### config.mk
export PLATFORM = sky130hd
export DESIGN_NAME = vga_timing_gen
export DESIGN_NICKNAME = d
export VERILOG_FILES = /design/src/rtl/vga_timing_gen.sv
export SDC_FILE = /design/constraint.sdc
export NUM_CORES = 1
export LEC_CHECK = 0
export CAP_MARGIN = 20
export CORE_MARGIN = 3
export CORE_UTILIZATION = 53
export CTS_BUF_LIST = sky130_fd_sc_hd__clkbuf_4 sky130_fd_sc_hd__clkbuf_8 sky130_fd_sc_hd__clkbuf_16
export CTS_CLUSTER_SIZE = 10
export DETAILED_ROUTE_END_ITERATION = 10
export PLACE_DENSITY = 0.83
export SLEW_MARGIN = 20
export SYNTH_ARGS = -nofsm -noshare
export SYNTH_HDL_FRONTEND = slang
export SYNTH_SLANG_ARGS = --single-unit
### constraint.sdc
create_clock -name clk -period 2.4 [get_ports clk]
set_clock_uncertainty 0.2 [all_clocks]
set_input_delay 0.48 -clock clk [delete_from_list [all_inputs] [get_ports clk]]
set_output_delay 0.48 -clock clk [all_outputs]
set_load 0.05 [all_outputs]
### src/rtl/vga_timing_gen.sv
// ---------------------------------------------------------------------------
// vga_timing_gen
//
// Parametrised raster timing generator. Free-running horizontal and vertical
// counters advance on pixel ticks. Their decode is registered into sync, DE,
// pixel coordinates and single-clock event pulses. An optional shift register
// delays sync/DE so they stay aligned with a downstream pixel pipeline.
//
// Ports:
//   clk          in   system clock
//   rst          in   synchronous active-high reset
//   pix_en       in   pixel tick; timing advances only on clk edges with pix_en=1
//   h_sync       out  horizontal sync, at HS_POL level while asserted (delayed)
//   v_sync       out  vertical sync, at VS_POL level while asserted (delayed)
//   disp_en      out  high inside the active area (delayed)
//   x            out  pixel column, 0-based, undelayed
//   y            out  pixel row, 0-based, undelayed
//   line_start   out  one-clk pulse at x=0 of every line
//   frame_start  out  one-clk pulse at x=0, y=0
//   vblank_start out  one-clk pulse at x=0, y=V_ACTIVE
// ---------------------------------------------------------------------------
module vga_timing_gen #(
    parameter int H_ACTIVE = 640,
    parameter int H_FP     = 16,
    parameter int H_SYNC   = 96,
    parameter int H_BP     = 48,
    parameter int V_ACTIVE = 480,
    parameter int V_FP     = 10,
    parameter int V_SYNC   = 2,
    parameter int V_BP     = 33,
    parameter bit HS_POL   = 1'b0,
    parameter bit VS_POL   = 1'b0,
    parameter int PIPE_DLY = 0,
    parameter int HW       = 11,
    parameter int VW       = 10
) (
    input  logic          clk,
    input  logic          rst,
    input  logic          pix_en,
    output logic          h_sync,
    output logic          v_sync,
    output logic          disp_en,
    output logic [HW-1:0] x,
    output logic [VW-1:0] y,
    output logic          line_start,
    output logic          frame_start,
    output logic          vblank_start
);

    localparam int H_TOTAL = H_ACTIVE + H_FP + H_SYNC + H_BP;
    localparam int V_TOTAL = V_ACTIVE + V_FP + V_SYNC + V_BP;

    localparam logic [HW-1:0] H_LAST    = HW'(H_TOTAL - 1);
    localparam logic [HW-1:0] H_ACT_END = HW'(H_ACTIVE);
    localparam logic [HW-1:0] H_SYN_BEG = HW'(H_ACTIVE + H_FP);
    localparam logic [HW-1:0] H_SYN_END = HW'(H_ACTIVE + H_FP + H_SYNC);

    localparam logic [VW-1:0] V_LAST    = VW'(V_TOTAL - 1);
    localparam logic [VW-1:0] V_ACT_END = VW'(V_ACTIVE);
    localparam logic [VW-1:0] V_SYN_BEG = VW'(V_ACTIVE + V_FP);
    localparam logic [VW-1:0] V_SYN_END = VW'(V_ACTIVE + V_FP + V_SYNC);

    logic [HW-1:0] h_cnt;
    logic [VW-1:0] v_cnt;

    logic h_act, h_syn, v_act, v_syn;
    logic raw_hs, raw_vs, raw_de;

    // -----------------------------------------------------------------------
    // Position counters. The line wrap and frame wrap share the tick on the
    // last pixel of the frame.
    // -----------------------------------------------------------------------
    // NOTE: sequential state uses non-blocking assignments so every register
    // samples the pre-edge values, independent of block ordering.
    always_ff @(posedge clk) begin
        if (rst) begin
            h_cnt <= '0;
            v_cnt <= '0;
        end else if (pix_en) begin
            if (h_cnt == H_LAST) begin
                h_cnt <= '0;
                v_cnt <= (v_cnt == V_LAST) ? '0 : v_cnt + 1'b1;
            end else begin
                h_cnt <= h_cnt + 1'b1;
            end
        end
    end

    // -----------------------------------------------------------------------
    // Region decode of the current (pre-increment) counters.
    // -----------------------------------------------------------------------
    // NOTE: every output of this block is assigned on every pass, so no
    // latch can be inferred.
    always_comb begin
        h_act = (h_cnt < H_ACT_END);
        h_syn = (h_cnt >= H_SYN_BEG) && (h_cnt < H_SYN_END);
        v_act = (v_cnt < V_ACT_END);
        v_syn = (v_cnt >= V_SYN_BEG) && (v_cnt < V_SYN_END);
    end

    // -----------------------------------------------------------------------
    // Output registers: lag the counters by exactly one tick.
    // -----------------------------------------------------------------------
    always_ff @(posedge clk) begin
        if (rst) begin
            x      <= '0;
            y      <= '0;
            raw_de <= 1'b0;
            raw_hs <= ~HS_POL;
            raw_vs <= ~VS_POL;
        end else if (pix_en) begin
            x      <= h_cnt;
            y      <= v_cnt;
            raw_de <= h_act & v_act;
            raw_hs <= h_syn ? HS_POL : ~HS_POL;
            raw_vs <= v_syn ? VS_POL : ~VS_POL;
        end
    end

    // -----------------------------------------------------------------------
    // Event pulses. Cleared on every clk without a tick so each pulse is one
    // clk wide whatever the pix_en duty cycle.
    // -----------------------------------------------------------------------
    always_ff @(posedge clk) begin
        if (rst || !pix_en) begin
            line_start   <= 1'b0;
            frame_start  <= 1'b0;
            vblank_start <= 1'b0;
        end else begin
            line_start   <= (h_cnt == '0);
            frame_start  <= (h_cnt == '0) && (v_cnt == '0);
            vblank_start <= (h_cnt == '0) && (v_cnt == V_ACT_END);
        end
    end

    // -----------------------------------------------------------------------
    // Optional sync/DE delay line; shifts on ticks only. x, y and the pulses
    // are deliberately left undelayed.
    // -----------------------------------------------------------------------
    generate
        if (PIPE_DLY == 0) begin : g_no_dly
            assign h_sync  = raw_hs;
            assign v_sync  = raw_vs;
            assign disp_en = raw_de;
        end else begin : g_dly
            logic [2:0] stage [PIPE_DLY];

            // NOTE: the delay stages are reset explicitly so that sync/DE
            // show the idle levels until real data has shifted through.
            always_ff @(posedge clk) begin
                if (rst) begin
                    for (int i = 0; i < PIPE_DLY; i++) begin
                        stage[i] <= {~HS_POL, ~VS_POL, 1'b0};
                    end
                end else if (pix_en) begin
                    stage[0] <= {raw_hs, raw_vs, raw_de};
                    for (int i = 1; i < PIPE_DLY; i++) begin
                        stage[i] <= stage[i-1];
                    end
                end
            end

            assign {h_sync, v_sync, disp_en} = stage[PIPE_DLY-1];
        end
    endgenerate

endmodule

# After elaboration in Yosys (flattened, before gate mapping)

Cells that the tools add are included.

Order comparisons: 6
Equality and inequality tests: 3
Multiplexer cells: 4
Reduce and logical (&&, ||, !) cells: 9
Bitwise logic cells: 1
Add/subtract/negate cells: 2

Operators by type and width:

| operator                                                                | number |
|---|---|
| 11-bit by 10-bit < comparator with 1-bit output, second input constant  | 2 |
| 10-bit by 9-bit < comparator with 1-bit output, second input constant   | 2 |
| 11-bit by 1-bit adder with 11-bit output, second input constant         | 1 |
| 11-bit by 10-bit == test with 1-bit output, second input constant       | 1 |
| 11-bit by 10-bit >= comparator with 1-bit output, second input constant | 1 |
| 11-bit logical NOT                                                      | 1 |
| 11-bit 2-to-1 mux                                                       | 1 |
| 10-bit by 1-bit adder with 10-bit output, second input constant         | 1 |
| 10-bit == test, second input constant                                   | 1 |
| 10-bit by 9-bit == test with 1-bit output, second input constant        | 1 |
| 10-bit by 9-bit >= comparator with 1-bit output, second input constant  | 1 |
| 10-bit logical NOT                                                      | 1 |
| 10-bit 2-to-1 mux                                                       | 1 |
| 1-bit logical AND                                                       | 4 |
| 1-bit 2-to-1 mux                                                        | 2 |
| 2-bit AND reduction                                                     | 1 |
| 1-bit bitwise AND                                                       | 1 |
| 1-bit logical NOT                                                       | 1 |
| 1-bit logical OR                                                        | 1 |

Output and inout port bits: 27
Word-level logic and storage cells: 35
Input bits: 3
Register bits: 48

# Logic depth before layout (Yosys ltp)

Word-level depth: 3
Depth in mapped cells: 6
Mapped depth without buffers: 6

# Worst setup path before layout

No wires, ideal clock.

Path type: register to register
From: register v_cnt[5]
To: register v_cnt[6]
Setup slack: 380 ps
Path buffers: 0
Library setup time: 127 ps
Period minus slack after synthesis: 2,020 ps
Cell stages (with the launch flop): 5
Required time: 2,073 ps
Data arrival time: 1,693 ps
Cell sequence: dfxtp_1 > or4_4 > or4_4 > o21bai_4 > a21oi_1

Word-level cells in the longest chain between the ends: 2
Elaborated cells on any way between the ends: 3
Classes of those cells: 1 x add/sub; 1 x eq/ne; 1 x mux

Ends and longest elaborated chain:

| item                                                                              | RTL line | RTL |
|---|---|---|
| start: declaration                                                                | 64       | `logic [VW-1:0] v_cnt;` |
| start signal: assignment                                                          | 82       | `v_cnt <= (v_cnt == V_LAST) ? '0 : v_cnt + 1'b1;` |
| 10-bit by 1-bit adder with 10-bit output / 10-bit == test (equally long branches) | 82       |  |
| 10-bit 2-to-1 mux *                                                               | 82       |  |

Every way passes the cells marked *; elsewhere a longest branch is shown, timed or not.
A chain may end at the register's enable or synchronous reset.

# Worst setup path after layout

From: register v_cnt[5]
To: register v_cnt[8]

Same word-level chain as after synthesis.

==> metrics.txt <==
Async SR Flop Fraction=0%; Req. time, crit path=2.38 ns; Die W=69.2 um; # port buffers=29; Rel. slew slack=66.3%; post-route cell area=0.00257 mm^2; Fin. Hold Viols=0; FMAX=457 MHz; PwrDens=592 mW/mm^2; DP Area=0.00244 mm^2; GPL Wtd Cong=0.845; first-pass GRT wire length=6990 um; syn_nets=229; synthesized area=0.00212 mm^2; ant diodes=0; number of synthesized flops with an enable pin=0; critical path arrival=2.17 ns; CTS tree=yes; Post-CTS Resized=0; GRT overflow=0; via count=1689; Critical Path End Type=flip-flop; Slew Viols, Final=0; outcome=finished clean; Synth area leaders=dfxtp_1, mux2i_1, nor2_1, xor2_1, ha_1; reg2reg start=v_cnt[5]; post-layout util=68.6%; reg2reg end=v_cnt[8]; drt wl/cell=13.8 um; top cells by count, synth=dfxtp_1, nor2_1, mux2i_1; Synth Area per Inst=9.54 um^2; cell taking the most area after synthesis=dfxtp_1; Worst-path clk slew=0.08 ns; postcts setup bufs=0; Yosys cell types=42; Nets=257; Placed Cells=291; layout cells sized above 1=10.4%; P_leak=0.964 nW; Mapped Cells=222; #FFs+latches synth=48; drc violations=0; CP startpoint kind=flip-flop; top-count cell post-synth=dfxtp_1; Final HPWL DP=2820 um; total track usage=17.6%; router iterations before antenna repair=4; insertion delay to the later sink of the worst-skew pair=0.30 ns; CTS root buffer=clkbuf_8; Slew @ Worst Pin=0.505 ns; number of buffers created by CTS=5; Initial Util=56.6%; largest net degree at the start of global routing=33; peak supply drop=0.296 mV; initial antenna violation count=0; reg2reg setup slack=0.21 ns; Yosys top cell area share=45.4%; Seq/Total Area, Yosys=45.4%; dpl ws=-0.0565 ns; number of DRC markers in iteration 0=143; minimum clock period=2.19 ns; maximum fanout along the worst path=8; Routed WL=4120 um; Worst Setup EP=v_cnt[8]; Hold Path Class=flip-flop to flip-flop; Yosys Warn Count=0; final setup fails=0; Post-CTS Hold Fix Bufs=0; setup ws final=0.211 ns; P&R area growth vs syn=21.2%; Critical Path Start=v_cnt[5]; number of global-route vias before repair=1490; clk buf depth=2; DR vias/cell=5.65; fin cells=299; period utilization=91.2%; CTS sink cnt=48; row count=22; core area=0.00374 mm^2; Top Ports=30; die area=0.00479 mm^2; die height=69.2 um; maxcap violations=0; Pwr Total=1.52 mW; RSZ-0062 raised after global routing=no; Post-DRT Antenna Nets=0; FF-to-FF path depth=4; most used flip-flop cell after synthesis=dfxtp_1; kind of critical path=flip-flop to flip-flop; depth of the CTS H-tree=2
-- critical path, stage by stage, from the launching register on --
cell	delay, ns
dfxtp_1	0.38
or4_4	0.57
or4_4	0.57
o21bai_4	0.28
a21oi_1	0.07
-- state kept, by name (all words and copies together) (netlist names) --
name and cells:
h_cnt 11, x 11, v_cnt 10, y 10, disp_en 1, frame_start 1
h_sync 1, line_start 1, v_sync 1, vblank_start 1
-- kinds of logic (layout without fill, tap and decap cells) --
logic type | Yosys count | count (layout) | share of synthesized area [%]
flip-flops | 48 | 48 | 45.4
AND/OR/NAND/NOR | 95 | 95 | 25.9
buffers and inverters | 21 | 50 | 4.90
XOR/XNOR | 11 | 11 | 4.55
adder cells (fa/ha/maj) | 4 | 4 | 2.36
multiplexers | 20 | 20 | 9.45
AO/OA/AOI/OAI | 23 | 23 | 7.50
-- worst min-delay path by stage --
stage	from	end	slack (ns)	cells after the start
floorplan	v_cnt[8]	v_cnt[8]	0.28	2
global placement	x[4]	x[4]	0.25	2
detailed placement	x[4]	x[4]	0.25	2
CTS	x[4]	x[4]	0.27	2
global route	h_sync	h_sync	0.32	1
finish	x[4]	x[4]	0.27	2
-- cell type report --
type,instances,area (um^2)
multi-input combinational,153,1050
fill,319,1180
clock buffer,7,96.3
clock inverter,1,30.0
tap,48,60.1
timing repair buffer,36,343
sequential,48,961
inverter,6,22.5
-- routing by layer --
| layer | track usage [%] | routed length [um] |
|---|---|---|
| met3 | 4.06 | 258 |
| met2 | 24.7 | 1830 |
| met1 | 26.2 | 1980 |
| met5 | 0 | 0 |
| met4 | 6.07 | 59 |
-- power breakdown --
group          switching [mW]  internal, mW
registers             0.00659         0.804
logic                  0.0562        0.0341
clock network           0.253         0.367
-- cell usage in the layout (no fill, tap or decap), types with 3 or more instances in the layout --
cell type | synthesis | layout
mux2i_1 | 20 | 20
inv_1 | 6 | 6
nand2_1 | 11 | 11
xor2_1 | 8 | 8
nand3_1 | 9 | 9
o31ai_1 | 4 | 4
or4_1 | 4 | 4
xnor2_1 | 3 | 3
nand4_1 | 7 | 7
dfxtp_1 | 48 | 48
and3_1 | 4 | 4
or3_1 | 4 | 4
o21ai_0 | 3 | 3
buf_4 | 0 | 7
a21oi_1 | 9 | 9
clkbuf_8 | 0 | 7
nor2_1 | 32 | 32
ha_1 | 4 | 4
and4_1 | 4 | 3
nor3_1 | 4 | 4
clkdlybuf4s50_1 | 0 | 29
-- stage by stage --
stage	hold WS, ns	setup TNS [ns]
floorplan	0.276	0
global placement	0.252	-0.0310
detailed placement	0.255	-0.104
CTS	0.268	0
global route	0.322	0
finish	0.269	0
Power figures use the tool's default switching activity.
